## config.mk

```make
export PLATFORM = sky130hd
export DESIGN_NAME = keypad_scanner
export DESIGN_NICKNAME = d
export VERILOG_FILES = /design/src/rtl/keypad_pkg.sv /design/src/rtl/keypad_scanner_tick.sv /design/src/rtl/keypad_scanner.sv
export SDC_FILE = /design/constraint.sdc
export NUM_CORES = 1
export LEC_CHECK = 0
export CORE_AREA = 2 2 93 95
export CTS_BUF_LIST = sky130_fd_sc_hd__clkbuf_4 sky130_fd_sc_hd__clkbuf_8 sky130_fd_sc_hd__clkbuf_16
export DETAILED_ROUTE_END_ITERATION = 8
export DIE_AREA = 0 0 95 97
export PLACE_DENSITY = 0.41
export SLEW_MARGIN = 20
export SYNTH_ARGS = -nofsm -noshare
export SYNTH_HDL_FRONTEND = slang
export SYNTH_HIERARCHICAL = 1
export SYNTH_SLANG_ARGS = --single-unit
```

## constraint.sdc

```tcl
create_clock -name clk1 -period 3.3 [get_ports clk1]
set_input_delay 0.66 -clock clk1 [delete_from_list [all_inputs] [get_ports clk1]]
set_output_delay 0.66 -clock clk1 [all_outputs]
set_load 0.02 [all_outputs]
```

## src/rtl/keypad_pkg.sv

```systemverilog
// Shared types and helpers for the matrix keypad scanner.
// Holds the FSM state encoding, the 4x4 hex legend and bit-count helpers.
// Helpers take a fixed 32-bit vector; callers zero-extend narrower rows.
package keypad_pkg;

  typedef enum logic [1:0] {
    SCAN     = 2'd0,
    DEBOUNCE = 2'd1,
    HELD     = 2'd2
  } state_e;

  // Width of the vectors accepted by the helper functions below.
  localparam int FN_W = 32;

  // Hex legend of the standard 4x4 pad, indexed [col_idx][row_idx].
  localparam logic [3:0] LEGEND [4][4] = '{
    '{4'h1, 4'h2, 4'h3, 4'hA},
    '{4'h4, 4'h5, 4'h6, 4'hB},
    '{4'h7, 4'h8, 4'h9, 4'hC},
    '{4'hE, 4'h0, 4'hF, 4'hD}
  };

  // Number of set bits.
  function automatic logic [5:0] popcount(input logic [FN_W-1:0] v);
    logic [5:0] n;
    n = '0;
    for (int i = 0; i < FN_W; i++) begin
      n = n + {5'd0, v[i]};
    end
    return n;
  endfunction

  // Index of the set bit of a one-hot vector (highest set bit otherwise).
  function automatic logic [4:0] onehot_index(input logic [FN_W-1:0] v);
    logic [4:0] idx;
    idx = '0;
    for (int i = 0; i < FN_W; i++) begin
      if (v[i]) idx = 5'(i);
    end
    return idx;
  endfunction

endpackage

```

## src/rtl/keypad_scanner_tick.sv

```systemverilog
// Column dwell timer: one-cycle tick every SCAN_DIV clocks, on the last dwell cycle.
// Tick is a decode of the registered counter, so it is valid in the same cycle.
// Free-running; restarts from zero whenever reset is asserted.
module scan_tick #(
  parameter int SCAN_DIV = 50000
) (
  input  logic clk_i,
  input  logic rst_ni,
  output logic tick_o
);

  localparam int CNT_W = (SCAN_DIV > 1) ? $clog2(SCAN_DIV) : 1;
  localparam logic [CNT_W-1:0] LAST = CNT_W'(SCAN_DIV - 1);

  logic [CNT_W-1:0] cnt_q;
  logic [CNT_W-1:0] cnt_d;

  // Wrap the dwell counter after its last cycle.
  always_comb begin
    cnt_d = (cnt_q == LAST) ? '0 : cnt_q + CNT_W'(1);
  end

  // Dwell counter register.
  always_ff @(posedge clk_i or negedge rst_ni) begin
    if (!rst_ni) begin
      cnt_q <= '0;
    end else begin
      cnt_q <= cnt_d;
    end
  end

  assign tick_o = (cnt_q == LAST);

endmodule

```

## src/rtl/keypad_scanner.sv

```systemverilog
// Matrix keypad front end: one-hot column drive, debounced single-key decode.
// num/key_valid/key_held update one cycle after the accepting tick.
// Rejects multi-row samples as ghosts; no auto-repeat while a key is held.
module keypad_scanner
  import keypad_pkg::*;
#(
  parameter int ROWS      = 4,
  parameter int COLS      = 4,
  parameter int SCAN_DIV  = 50000,
  parameter int DEB_CNT   = 4,
  parameter int LEGEND_EN = 1,
  parameter int KEY_W     = 4
) (
  input  logic             clk1,
  input  logic             rst_n,
  input  logic [ROWS-1:0]  fil,
  output logic [COLS-1:0]  col,
  output logic [KEY_W-1:0] num,
  output logic             key_valid,
  output logic             key_held,
  output logic             ghost_err
);

  localparam int CW = (COLS > 1) ? $clog2(COLS) : 1;
  localparam int RW = (ROWS > 1) ? $clog2(ROWS) : 1;
  localparam int DW = $clog2(DEB_CNT + 1);
  localparam logic [DW-1:0] CNT_LAST = DW'(DEB_CNT - 1);

  // Key code: hex legend, or plain linear index when the legend is disabled.
  function automatic logic [KEY_W-1:0] key_code(input logic [CW-1:0] c,
                                                input logic [RW-1:0] r);
    logic [1:0] c2;
    logic [1:0] r2;
    c2 = 2'(c);
    r2 = 2'(r);
    if (LEGEND_EN != 0) return KEY_W'(LEGEND[c2][r2]);
    else                return KEY_W'(int'(c) * ROWS + int'(r));
  endfunction

  logic             tick;
  logic [ROWS-1:0]  fil_s1_q;
  logic [ROWS-1:0]  fil_s2_q;

  state_e           state_q;
  logic [COLS-1:0]  col_q;
  logic [CW-1:0]    col_idx_q;
  logic [CW-1:0]    cand_col_q;
  logic [RW-1:0]    cand_row_q;
  logic [DW-1:0]    deb_cnt_q;
  logic [DW-1:0]    rel_cnt_q;
  logic [KEY_W-1:0] num_q;
  logic             key_valid_q;
  logic             key_held_q;
  logic             ghost_err_q;

  logic [5:0]       samp_ones;
  logic             samp_zero;
  logic             samp_single;
  logic             samp_multi;
  logic [RW-1:0]    samp_row;
  logic             match_row;
  logic [CW-1:0]    col_idx_nxt;
  logic [COLS-1:0]  col_nxt;
  logic [KEY_W-1:0] scan_code;
  logic [KEY_W-1:0] cand_code;

  scan_tick #(
    .SCAN_DIV(SCAN_DIV)
  ) u_tick (
    .clk_i (clk1),
    .rst_ni(rst_n),
    .tick_o(tick)
  );

  // Two-flop synchroniser for the asynchronous row inputs.
  always_ff @(posedge clk1 or negedge rst_n) begin
    if (!rst_n) begin
      fil_s1_q <= '0;
      fil_s2_q <= '0;
    end else begin
      fil_s1_q <= fil;
      fil_s2_q <= fil_s1_q;
    end
  end

  // Classify the synchronised sample and precompute next column and codes.
  always_comb begin
    samp_ones   = popcount(FN_W'(fil_s2_q));
    samp_zero   = (samp_ones == 6'd0);
    samp_single = (samp_ones == 6'd1);
    samp_multi  = (samp_ones > 6'd1);
    samp_row    = RW'(onehot_index(FN_W'(fil_s2_q)));
    match_row   = samp_single && (samp_row == cand_row_q);
    col_idx_nxt = (col_idx_q == CW'(COLS - 1)) ? '0 : col_idx_q + CW'(1);
    col_nxt     = COLS'(1) << col_idx_nxt;
    scan_code   = key_code(col_idx_q, samp_row);
    cand_code   = key_code(cand_col_q, cand_row_q);
  end

  // Scan / debounce / held state machine; all outputs are registered here.
  always_ff @(posedge clk1 or negedge rst_n) begin
    if (!rst_n) begin
      state_q     <= SCAN;
      col_q       <= COLS'(1);
      col_idx_q   <= '0;
      cand_col_q  <= '0;
      cand_row_q  <= '0;
      deb_cnt_q   <= '0;
      rel_cnt_q   <= '0;
      num_q       <= '0;
      key_valid_q <= 1'b0;
      key_held_q  <= 1'b0;
      ghost_err_q <= 1'b0;
    end else begin
      key_valid_q <= 1'b0;
      ghost_err_q <= 1'b0;
      if (tick) begin
        case (state_q)
          SCAN: begin
            if (samp_single) begin
              cand_col_q <= col_idx_q;
              cand_row_q <= samp_row;
              if (DEB_CNT == 1) begin
                // Single-sample debounce: accept on the detecting tick.
                num_q       <= scan_code;
                key_valid_q <= 1'b1;
                key_held_q  <= 1'b1;
                deb_cnt_q   <= '0;
                rel_cnt_q   <= '0;
                state_q     <= HELD;
              end else begin
                deb_cnt_q <= DW'(1);
                state_q   <= DEBOUNCE;
              end
            end else begin
              // Empty or ghosted column: move on.
              ghost_err_q <= samp_multi;
              col_idx_q   <= col_idx_nxt;
              col_q       <= col_nxt;
            end
          end
          DEBOUNCE: begin
            if (match_row) begin
              if (deb_cnt_q == CNT_LAST) begin
                num_q       <= cand_code;
                key_valid_q <= 1'b1;
                key_held_q  <= 1'b1;
                deb_cnt_q   <= '0;
                rel_cnt_q   <= '0;
                state_q     <= HELD;
              end else begin
                deb_cnt_q <= deb_cnt_q + DW'(1);
              end
            end else begin
              // Bounce or pattern change: abandon the candidate.
              ghost_err_q <= samp_multi;
              deb_cnt_q   <= '0;
              state_q     <= SCAN;
              col_idx_q   <= col_idx_nxt;
              col_q       <= col_nxt;
            end
          end
          HELD: begin
            if (samp_zero) begin
              if (rel_cnt_q == CNT_LAST) begin
                rel_cnt_q  <= '0;
                key_held_q <= 1'b0;
                state_q    <= SCAN;
                col_idx_q  <= col_idx_nxt;
                col_q      <= col_nxt;
              end else begin
                rel_cnt_q <= rel_cnt_q + DW'(1);
              end
            end else begin
              rel_cnt_q <= '0;
            end
          end
          default: begin
            state_q <= SCAN;
          end
        endcase
      end
    end
  end

  assign col       = col_q;
  assign num       = num_q;
  assign key_valid = key_valid_q;
  assign key_held  = key_held_q;
  assign ghost_err = ghost_err_q;

endmodule

```

[Word-level counts from Yosys, hierarchy flattened]
Cells that the tools add are included.
Word-level totals
  bits in registers: 49
  word-level logic and storage cells: 105
  output and inout bits: 11
  bits of input ports: 6
Cells by class
  shift-type cells: 1
  magnitude comparators: 3
  bitwise operators: 2
  add/sub/neg operators: 7
  multiplexer cells: 49
  reduce and logical (&&, ||, !) cells: 13
  equality and inequality tests: 16
Operators with widths (number)
  $mux 16: 3
  $bmux 16 s2: 1
  $mux 2: 12
  $mux 4: 6
  $mux 3: 7
  $add 16x1->16 const B: 1
  $eq 16x16->1 const B: 1
  $ne 2x2->1 const B: 7
  $mux 1: 12
  $pmux 2 s3: 2
  $pmux 3 s2: 2
  $pmux 4 s3: 1
  $reduce_and 6->1: 2
  $bmux 4 s2: 1
  $reduce_and 4->1: 2
  $add 3x1->3 const B: 2
  $eq 3x2->1 const B: 2
  $ge 3x3->1 const B: 2
  $logic_not 6->1: 1
  $not 2->3: 2
  $reduce_and 3->1: 2
  $reduce_and 5->1: 1
  $add 3x1->4: 1
  $eq 2x2->1 const B: 2
  14 further kinds: 16

[Longest topological paths before layout]
Gate-level depths: netlist of run 1.
  depth after elaboration: 8
  gate-level depth with buffers: 9
  gate-level depth less buffers: 9

[Cells and area by module]
The synthesis of run 1 kept the hierarchy.
Modules (own cells, without submodules)
  keypad_scanner: area an instance 1646.6 um^2, cells each 145, seq. area each 827.0 um^2, instances 1
  scan_tick: area an instance 750.7 um^2, cells each 68, seq. area each 400.4 um^2, instances 1

[Worst setup path after synthesis of run 1]
Ideal clock, no wire load.
  path type: register -> register
  start: register fil_s2_q[3]
  end: register col_q[1], in the netlist col[1]
  data required time: 3175 ps
  stages on the path, launching flop included: 10
  buffers on the path: 0
  clock period less this slack: 2933 ps
  library setup time: 125 ps
  arrival time: 2809 ps
  slack: 367 ps
  cells stage by stage: dfrtp_1 inv_1 fa_1 inv_1 ha_1 ha_1 or3b_2 a41o_2 o211ai_2 mux2_2
Between the ends
  longest elaborated chain between the ends: 5
  elaborated cells between the ends (all ways): 10
Ends and longest elaborated chain
  start, declared: RTL line keypad_scanner.sv:42  | logic [ROWS-1:0] fil_s2_q;
  start signal, assigned: RTL line keypad_scanner.sv:82  | fil_s2_q <= fil_s1_q;
  $add 3x1->4 / $mux 2 (equally long branches): RTL line keypad_pkg.sv:28, keypad_pkg.sv:38
  $eq 4x1->1 / $eq 2x2->1 (equally long branches): RTL line keypad_scanner.sv:90, keypad_scanner.sv:93
  $logic_and 1x1->1: RTL line keypad_scanner.sv:93  | match_row = samp_single && (samp_row == cand_row_q);
  $ne 2x2->1 (no source line)
  $reduce_and 6->1 (no source line) (*)
  end signal, assigned: RTL line keypad_scanner.sv:139  | col_q <= col_nxt;
  end signal, assigned: RTL line keypad_scanner.sv:160  | col_q <= col_nxt;
  end signal, assigned: RTL line keypad_scanner.sv:170  | col_q <= col_nxt;
  end, declared: RTL line keypad_scanner.sv:45  | logic [COLS-1:0] col_q;
Every way passes the cells marked *; elsewhere a longest branch is shown, timed or not.
A chain may end at the register's enable or synchronous reset.

[Worst setup path after layout of run 1]
Ends and elaborated chain as after synthesis.

==> flow_summary_export.csv, run 1 <==
group,metric,value,unit
worst_setup_path,endpoint,"col[1]",
routing,postRouteAntennaNets,0,
worst_setup_path,critical_path_class,"reg2reg",
synth,async_flop_share,100,%
synth,synth-main-ff-cell,"dfrtp_1",
worst_setup_path,cp-start-kind,"flop",
worst_setup_path,r2r-end,"col[1]",
power,p_clk_share,40.5,%
timing,slew_headroom,51.0,%
routing,routed-wl-met2,2.01,mm
placement,routabilityCongestion,0.758,
routing,via_count,1586,
power,p_leak,0.00123,uW
synth,synth-edff-count,0,
cts,clock-sinks,49,
timing,timing.setup.tns,0,ns
cts,cts_setup_buffers,0,
worst_setup_path,crit_chain,"inv_1 -> fa_1 -> inv_1 -> ha_1 -> ha_1 -> or3b_2 -> a41o_2 -> o211ai_2 -> mux2_2",
timing,setup_violations,0,
routing,drt-pass1-iter-count,4,
worst_setup_path,startpoint,"fil_s2_q[3]",
worst_setup_path,end_kind,"flop",
cts,clk_pin_slew_worst_paths,0.10,ns
synth,avgSynthCellArea,11.3,um^2
power,switchingPower,232,uW
power,p_int,883,uW
floorplan,die_y,97,um
cts,cts_max_path_buffers,2,
floorplan,ios,17,
finish,seqCellArea,1230,um^2
worst_setup_path,r2r_slack,0.15,ns
status,status,"completed",
finish,multiInputGateArea,1090,um^2
synth,synth_seq_cells,49,
routing,top_layer_used,"met4",
synth,synth_fp_nets,230,
worst_setup_path,slowest_stage,"or3b_2",
worst_setup_path,critPathMaxFanout,7,
job,drv_cap,0,
cts,cts_buffers,5,
grt,overflow,0,
grt,antenna_found_initial,0,
synth,yosysWarningCount,6,
cts,clockRootBuffer,"clkbuf_8",
worst_setup_path,ff2ff_path_depth,9,
worst_setup_path,path_depth,9,
timing,rsz0062_at_grt,"false",
finish,nNetsFinal,250,
timing,final-hold-violation-count,0,
routing,wl_met1,2.41,mm
floorplan,start_util,29.5,%
timing,hold_ws,0.328,ns
timing,timing.final.crit_period,3.15,ns
power,peakVddDrop,0.000188,V
power,p_per_area,398,nW/um^2
routing,drt_wl_total,4.59,mm
routing,drc,0,
timing,slew_violations,0,
worst_setup_path,crit_buf_inv,2,
cts,postCtsResizedCells,0,
power,seq_power_share,54.5,%
floorplan,rows,33,
power,switching_share,20.8,%
cts,htreeDepth,2,
grt,grt_max_degree,25,
placement,hpwl,3.30,mm
worst_setup_path,crit-reg2reg-launch,"fil_s2_q[3]",
worst_setup_path,worstPathArrival,3.33,ns
synth,ys_seq_area_share,51.2,%
worst_setup_path,critPathRequiredTime,3.48,ns
timing,finalClockSkew,0.0159,ns
floorplan,fp.dieArea,9220,um^2
cts,hold_buffers,0,
worst_setup_path,critPathMaxStageDelay,0.52,ns
routing,avgViaCountPerCell,4.68,
routing,drtIter0Drc,62,
cts,clock_latency,0.30,ns
finish,num_antenna_cells,0,
synth,synth_cells,213,
worst_hold_path,hold_path_class,"in2async",
cts,cts_tree,"built",
timing,worst_pin_slew,0.729,ns
placement,io_buffers,16,
routing,dr_wl_met3,90,um
synth,yosysUniqueCellTypes,53,
timing,fin_crit_sh,95.4,%
power,pwr-share-comb,4.9,%
grt,grt_pass1_wl,8.23,mm
floorplan,die_w,95,um
floorplan,core_area,8130,um^2
finish,drive_gt1_share,15.8,%
grt,grt_use_total,11.4,%
finish,syn_to_final_growth,16.9,%
grt,grt_pass1_vias,1591,
routing,wl_per_cell,13.5,um
synth,netlist_area,2400,um^2
worst_setup_path,cpLargestDelayFamily,"adder cells",
finish,fillers,803,
timing,max_freq,318,MHz
==> state kept, by name (all words and copies together), names as in the netlist, 3 cells and up <==
| signal | count |
|---|---|
| u_tick/cnt_q | 16 |
| rel_cnt_q | 3 |
| col | 4 |
| num | 4 |
| deb_cnt_q | 3 |
| fil_s1_q | 4 |
| fil_s2_q | 4 |
==> metal layers <==
layer	vias to the layer above	GRT usage (%)
met4	0	4.35
met1	765	17.0
li1	800	-
met3	4	2.34
met5	-	0
met2	17	16.2
==> metrics by stage <==
| stage | setup WS, ns | instances | cell area [um^2] | total power [uW] | utilization, % |
|---|---|---|---|---|---|
| 6_report | 0.151 | 339 | 2800 | 1110 | 34.5 |
| 3_5_place_dp | 0.162 | 331 | 2680 | 676 | 33.0 |
| 4_1_cts | 0.137 | 339 | 2800 | 1130 | 34.5 |
| 2_1_floorplan | 0.367 | 213 | 2400 | 650 | - |
| 5_1_grt | 0.0159 | 339 | 2800 | 1170 | 34.5 |
| 3_3_place_gp | 0.183 | 331 | 2680 | 677 | 33.0 |
==> synth_stat cells (5+ instances only) <==
master	count	area (um^2)
nand4_1	6	37.5
nor2_1	11	41.3
a21oi_1	6	30.0
xor2_1	8	70.1
ha_1	10	125
clkbuf_1	5	18.8
mux2_2	10	113
o21ai_0	9	45.0
inv_1	15	56.3
nor2b_1	5	31.3
nand2_1	13	48.8
nand3_1	6	30.0
dfrtp_1	48	1200
==> layout make-up <==
| cell class | instances | area share (%) |
|---|---|---|
| sequential | 49 | 43.8 |
| multi-input combinational | 143 | 38.9 |
| timing repair buffer | 19 | 6.34 |
| tap | 105 | 4.69 |
| clock buffer | 7 | 3.21 |
| inverter | 15 | 2.01 |
| clock inverter | 1 | 1.07 |
==> cell usage in the layout, fill, tap and decap left out, drive strengths merged, types with 4 or more instances in the layout <==
master,count
nor2b,5
buf,4
nand4,6
dfrtp,48
a21oi,6
nor4,4
o21ai,9
nand2,14
clkdlybuf4s50,15
ha,10
xor2,8
xnor2,4
nand2b,4
inv,15
nand3,6
nor2,11
nand3b,4
clkbuf,7
mux2,10
==> how the worst min path moves through the flow <==
| stage | to | slack, ns | cells past startpoint |
|---|---|---|---|
| after CTS | u_tick/cnt_q[1] | 0.34 | 1 |
| after floorplan | fil_s2_q[0] | 0.33 | 0 |
| after global placement | fil_s2_q[1] | 0.34 | 0 |
| after detailed placement | fil_s2_q[0] | 0.33 | 0 |
| final | u_tick/cnt_q[9] | 0.33 | 1 |
| after global routing | u_tick/cnt_q[0] | 0.36 | 1 |
==> power by group through the flow <==
stage | clock [uW] | combinational [uW] | sequential [uW]
after CTS | 469 | 56.6 | 608
after global routing | 501 | 62.1 | 609
after global placement | 0 | 56.9 | 620
after floorplan | 0 | 30.7 | 619
final | 452 | 55.0 | 608
after detailed placement | 0 | 56.2 | 620
==> cells by family (layout without fill, tap and decap cells) <==
family,after synthesis,in the layout,synth area share (%)
AOI/OAI and AO/OA,37,37,11.6
muxes,10,10,4.70
adders and majority gates,11,11,6.05
DFF,49,49,51.2
buffers and inverters,21,42,3.34
xor gates and xnor gates,12,12,4.38
and+or+nand+nor,73,73,18.7
Note: power is estimated with default switching activity, not from simulation.
==> run 2: changes to the inputs <==
--- a/config.mk
+++ b/config.mk
@@ -5,6 +5,7 @@
 export SDC_FILE = /design/constraint.sdc
 export NUM_CORES = 1
 export LEC_CHECK = 0
+export CAP_MARGIN = 20
 export CORE_AREA = 2 2 93 95
 export CTS_BUF_LIST = sky130_fd_sc_hd__clkbuf_4 sky130_fd_sc_hd__clkbuf_8 sky130_fd_sc_hd__clkbuf_16
 export DETAILED_ROUTE_END_ITERATION = 8
==> results of run 2 <==
Same layout as run 1: the final DEF is identical, and so are final timing and power.
==> run 3: changes to the inputs <==
--- a/config.mk
+++ b/config.mk
@@ -8,6 +8,7 @@
 export CAP_MARGIN = 20
 export CORE_AREA = 2 2 93 95
 export CTS_BUF_LIST = sky130_fd_sc_hd__clkbuf_4 sky130_fd_sc_hd__clkbuf_8 sky130_fd_sc_hd__clkbuf_16
+export CTS_CLUSTER_SIZE = 8
 export DETAILED_ROUTE_END_ITERATION = 8
 export DIE_AREA = 0 0 95 97
 export PLACE_DENSITY = 0.41
==> results of run 3 <==
Same layout as run 1: the final DEF is identical, and so are final timing and power.
